### src/rtl/shift_add_mul_if.sv
// Operand/result bundle for the shift-and-add multiplier.
// master drives start/a/b and observes busy/done/z; slave is the multiplier side.
interface shift_add_mul_if #(
   parameter int WIDTH = 16
);
   logic                 start;
   logic [WIDTH-1:0]     a;
   logic [WIDTH-1:0]     b;
   logic                 busy;
   logic                 done;
   logic [2*WIDTH-1:0]   z;

   modport master (
      output start, a, b,
      input  busy, done, z
   );

   modport slave (
      input  start, a, b,
      output busy, done, z
   );
endinterface

### src/rtl/shift_add_mul.sv
// Sequential unsigned shift-and-add multiplier, one partial product per cycle.
// Ports: clk, rst (async, active-high), bus (slave: start/a/b in, busy/done/z out).
module shift_add_mul #(
   parameter int WIDTH = 16
) (
   input  logic           clk,
   input  logic           rst,
   shift_add_mul_if.slave bus
);

   localparam int CW = $clog2(WIDTH);

   typedef enum logic [1:0] {
      S_IDLE,
      S_RUN,
      S_DONE
   } state_t;

   state_t               r_state;
   state_t               w_next;

   logic [WIDTH-1:0]     r_mcand;
   logic [WIDTH-1:0]     r_mplier;
   logic [2*WIDTH-1:0]   r_acc;
   logic [2*WIDTH-1:0]   r_z;
   logic [CW-1:0]        r_cnt;

   logic [2*WIDTH-1:0]   w_addend;
   logic [2*WIDTH-1:0]   w_acc_next;
   logic                 w_last;
   logic                 w_busy;
   logic                 w_done;

   // Partial product for this iteration: multiplicand weighted by bit index.
   assign w_addend   = {{WIDTH{1'b0}}, r_mcand} << r_cnt;
   assign w_acc_next = r_mplier[0] ? (r_acc + w_addend) : r_acc;
   assign w_last     = (r_cnt == CW'(WIDTH - 1));

   always_comb begin
      w_next = r_state;
      w_busy = 1'b1;
      w_done = 1'b0;
      unique case (r_state)
         S_IDLE: begin
            w_busy = 1'b0;
            if (bus.start) w_next = S_RUN;
         end
         S_RUN: begin
            if (w_last) w_next = S_DONE;
         end
         S_DONE: begin
            w_done = 1'b1;
            w_next = S_IDLE;
         end
         default: begin
            w_next = S_IDLE;
         end
      endcase
   end

   always_ff @(posedge clk or posedge rst) begin
      if (rst) begin
         r_state <= S_IDLE;
      end else begin
         r_state <= w_next;
      end
   end

   always_ff @(posedge clk or posedge rst) begin
      if (rst) begin
         r_mcand  <= '0;
         r_mplier <= '0;
         r_acc    <= '0;
         r_cnt    <= '0;
         r_z      <= '0;
      end else begin
         unique case (r_state)
            S_IDLE: begin
               if (bus.start) begin
                  r_mcand  <= bus.a;
                  r_mplier <= bus.b;
                  r_acc    <= '0;
                  r_cnt    <= '0;
               end
            end
            S_RUN: begin
               r_acc    <= w_acc_next;
               r_mplier <= r_mplier >> 1;
               r_cnt    <= r_cnt + CW'(1);
               // Result lands together with the final partial product.
               if (w_last) r_z <= w_acc_next;
            end
            default: begin
            end
         endcase
      end
   end

   assign bus.busy = w_busy;
   assign bus.done = w_done;
   assign bus.z    = r_z;

endmodule

### src/flat_wrapper.sv
// flat-port wrapper written by rule: the top's interface ports become plain ports
module shift_add_mul_flat 
#(
   parameter int WIDTH = 16
)
  (clk, rst, bus_start, bus_a, bus_b, bus_busy, bus_done, bus_z);
  shift_add_mul_if #(.WIDTH(WIDTH)) bus_i ();
  input  logic clk;
  input  logic rst;
  input wire logic [$bits(bus_i.start)-1:0] bus_start;
  input wire logic [$bits(bus_i.a)-1:0] bus_a;
  input wire logic [$bits(bus_i.b)-1:0] bus_b;
  output wire logic [$bits(bus_i.busy)-1:0] bus_busy;
  output wire logic [$bits(bus_i.done)-1:0] bus_done;
  output wire logic [$bits(bus_i.z)-1:0] bus_z;
  assign bus_i.start = bus_start;
  assign bus_i.a = bus_a;
  assign bus_i.b = bus_b;
  assign bus_busy = bus_i.busy;
  assign bus_done = bus_i.done;
  assign bus_z = bus_i.z;
  shift_add_mul #(.WIDTH(WIDTH)) u_core (.clk(clk), .rst(rst), .bus(bus_i));
endmodule
### config.mk
export PLATFORM = sky130hd
export DESIGN_NAME = shift_add_mul_flat
export DESIGN_NICKNAME = d
export VERILOG_FILES = /design/src/rtl/shift_add_mul_if.sv /design/src/rtl/shift_add_mul.sv /design/src/flat_wrapper.sv
export SDC_FILE = /design/constraint.sdc
export NUM_CORES = 1
export LEC_CHECK = 0
export CORE_MARGIN = 2
export CORE_UTILIZATION = 45
export DETAILED_ROUTE_END_ITERATION = 8
export PLACE_DENSITY_LB_ADDON = 0.1
export SLEW_MARGIN = 10
export SYNTH_ARGS = -nofsm -noshare
export SYNTH_HDL_FRONTEND = slang
export SYNTH_SLANG_ARGS = --single-unit
### constraint.sdc
create_clock -name clk -period 5.9 [get_ports clk]
set_input_delay 1.18 -clock clk [delete_from_list [all_inputs] [get_ports clk]]
set_output_delay 1.18 -clock clk [all_outputs]
set_load 0.02 [all_outputs]
==> run metrics <==
crit path kind register to register; status finished clean; num ports 69; die height approximately 120 um; Min-Delay Path Depth 2; cell types occupying the most area after synthesis dfrtp_1 (39%), nand2_1 (9.2%), ha_1 (6.1%), a21oi_1 (4.2%), mux2i_1 (4.1%); Post-Syn Area roughly 6600 um^2; Hold Path Class register to register; Yosys top cell by area dfrtp_1; Final Cycle Share about three quarters; origin of the worst setup path u_core.r_cnt[0]; number of cell rows 44; startpoint of the worst hold path u_core.bus.z[15]; overall die area approximately 16,000 um^2; distinct cell type count of the synthesized netlist 56; Worst path max stage delay 0.88 ns; clock transition time at the flip-flop clock pins of the worst setup and hold paths 0.07 ns; cell occurring most often along the worst timing path a21oi_1; synthesized-area fraction occupied by xor and xnor cells 4.00%; critical register-to-register path startpoint u_core.r_cnt[0]; library cell used as clock root buffer clkbuf_16; Hold Worst Slack 0.480 ns; worst endpoint data arrival time between 4 and 5 ns; maximum achievable frequency approximately 230 MHz; routability congestion estimate 0.883; actual transition at the worst max-transition pin 0.828 ns; max-capacitance violation count 0; post-route ant nets 0; hold endpoint u_core.bus.z[15]; portion of synthesized cell area occupied by the leading cell type 38.8%; clock period minus worst slack 4.36 ns; type of element launching the critical path register; pins over their slew limit 0; Antenna Cells 0; total of flip-flops plus latches after synthesis a little over 100; number of hold-slack violations in the final timing report 0; P&R area growth vs syn 16.3%; cts hold-fix bufs 0; R2R Path End u_core.bus.z[31]; ordered list of cells on the worst path mux4_2, mux2_2, nor2_1, a21oi_1, ha_1, a21oi_1, o21ai_0, o311a_1, o31a_1, a41oi_2, xor2_1, o21ai_1; clock tree from TritonCTS done; Post-Syn Instances 772; postcts setup bufs 0; Crit-path slowest cell dfrtp_1; HPWL after detailed placement 12,700 um; wire length of the first global-routing pass 28,700 um; global routing usage summed across all routing layers 22.9%; core area 14,400 um^2; yosys synthesis warning count 0; fraction of the mapped netlist area in compound gates 22.5%; nets in the synthesized netlist 840; Setup Total Neg Slack 0 ns; global route overflow 0; flip-flop cell with the highest count after synthesis dfrtp_1; Max Root-Sink Buffers 2; fraction of final layout cells with drive strength greater than 1 6.14%; routed vias 5,637; first-pass iteration count of the detailed router 5; CP endpoint kind register; horizontal die dimension 125 um; highest fanout seen on the critical path 25; number of global-route vias before repair around 5,500; Port Buf Inserts 68; final worst clock skew 0.0100 ns; maximum number of pins on one net before global-route repair 63; CP required 6.13 ns; post-synthesis mux area share 7.02%; drt initial violations 286; final setup violation count 0; combinational family with the most area after synthesis compound AO/OA/AOI/OAI gates; Clk Latency, worst-skew pair about 0.36 ns; total number of clock tree sinks 102; clock buffer count from CTS 9; internal reg-to-reg setup slack 1.54 ns; post-synthesis share of cell area spent on full adders, half adders and majority gates 6.39%; Avg Inst Size Synth 8.52 um^2; Relative slew margins 44.8%; register area share after synthesis 38.8%; DRC Markers 0; Avg Vias per Cell 5.65; ys async rst share 100%; unrepaired setup endpoints after global routing no; number of instances resized during post-cts repair 0; depth of the worst register-to-register path 12; Initial Util 45.6%; routed wire length approximately 17,000 um; number of antenna violations at the first check in global routing 0; average wire length per cell after detail routing around 17 um; number of enable-type register cells in the synthesized netlist 0; number of levels the H-tree was split into 3; Post-Synth Simple-Gate Area 17.6%; Layout Nets 877
cell usage after synthesis, drive strengths merged (2+ instances only):
library cell	number
a211oi	6
a21o	16
a21oi	56
a22o	23
a311oi	2
a31o	2
a31oi	20
and2	8
and3	9
buf	11
clkbuf	39
dfrtp	102
ha	32
inv	13
mux2	7
mux2i	27
mux4	5
nand2	161
nand2b	3
nand3	12
nand4	7
nor2	60
nor2b	6
nor3	10
o211ai	3
o21a	6
o21ai	67
o21bai	5
o22ai	3
o31a	2
o31ai	4
xnor2	14
xor2	16
state kept, by name, summed over array words and instances (netlist names):
signal / flops
u_core.r_state: 2
u_core.r_acc: 32
u_core.r_mcand: 16
u_core.r_cnt: 4
u_core.bus.z: 32
u_core.r_mplier: 16
cell type report:
class                      count  area [um^2]
inverter                      13         51.3
sequential                   102         2550
fill                        1383         6780
timing repair buffer          76          741
multi-input combinational    607         3780
tap                          184          230
clock inverter                 4         30.0
clock buffer                  12          256
worst max-delay path: cells and delay by family, from the launching register on:
kind	cells	cell delay, ns
xor+xnor	1	0.18
compound gates	7	1.65
fa+ha+maj	1	0.40
flops	1	0.88
mux	2	0.93
simple gates	1	0.16
per-stage QoR:
stage          setup slack (ns)  util [%]  instances  instance area, um^2
3_3_place_gp               1.57      51.0        982                 7360
3_5_place_dp               1.59      51.0        982                 7360
6_report                   1.54      53.0        998                 7640
4_1_cts                    1.58      53.0        998                 7640
5_1_grt                    1.32      53.0        998                 7640
2_1_floorplan              2.04         -        772                 6580
how the worst max path moves through the flow:
stage / end / slack, ns / cells after the start
2_1_floorplan: u_core.bus.z[0] / 2.04 / 1
5_1_grt: u_core.r_acc[31] / 1.32 / 15
3_5_place_dp: u_core.bus.z[31] / 1.59 / 12
6_report: u_core.bus.z[31] / 1.54 / 12
3_3_place_gp: u_core.bus.z[31] / 1.57 / 12
4_1_cts: u_core.bus.z[31] / 1.58 / 12
logic make-up after synthesis:
family | Yosys count
muxes | 39
DFF | 102
adders and majority gates | 33
buffers and inverters | 63
xor gates and xnor gates | 30
and+or+nand+nor | 277
AOI/OAI and AO/OA | 228
layer usage:
layer  routed length (um)  share of wire [%]  global-route usage, %  vias to the layer above
li1                     -                  -                      -                     2801
met3                  677                3.9                   3.01                       17
met4                  328                1.9                   7.45                        0
met2                 8020                 46                   37.3                      128
met1                 8280                 48                   31.7                     2691
met5                    0                  0                      0                        -
cells in the final DEF, fill, tap and decap left out, types with 3 or more instances in the layout:
master           instances
nand2_1                160
dfrtp_1                102
clkdlybuf4s50_1         68
nor2_1                  59
a21oi_1                 55
o21ai_0                 46
ha_1                    32
mux2i_1                 27
a22o_1                  23
a31oi_1                 20
o21ai_1                 20
xor2_1                  16
xnor2_1                 14
a21o_1                  14
inv_1                   12
nand3_1                 12
nor3_1                   9
and3_1                   9
clkbuf_16                9
and2_1                   8
buf_4                    8
nand4_1                  7
mux2_2                   7
nor2b_1                  6
o21a_1                   6
o21bai_1                 5
mux4_2                   5
o31ai_1                  4
a211oi_1                 4
nand2b_1                 3
o211ai_1                 3
o22ai_1                  3
Power is left out: the tool's default activity adds up to more than one toggle a clock period on the data nets, which glitch-free logic cannot reach.
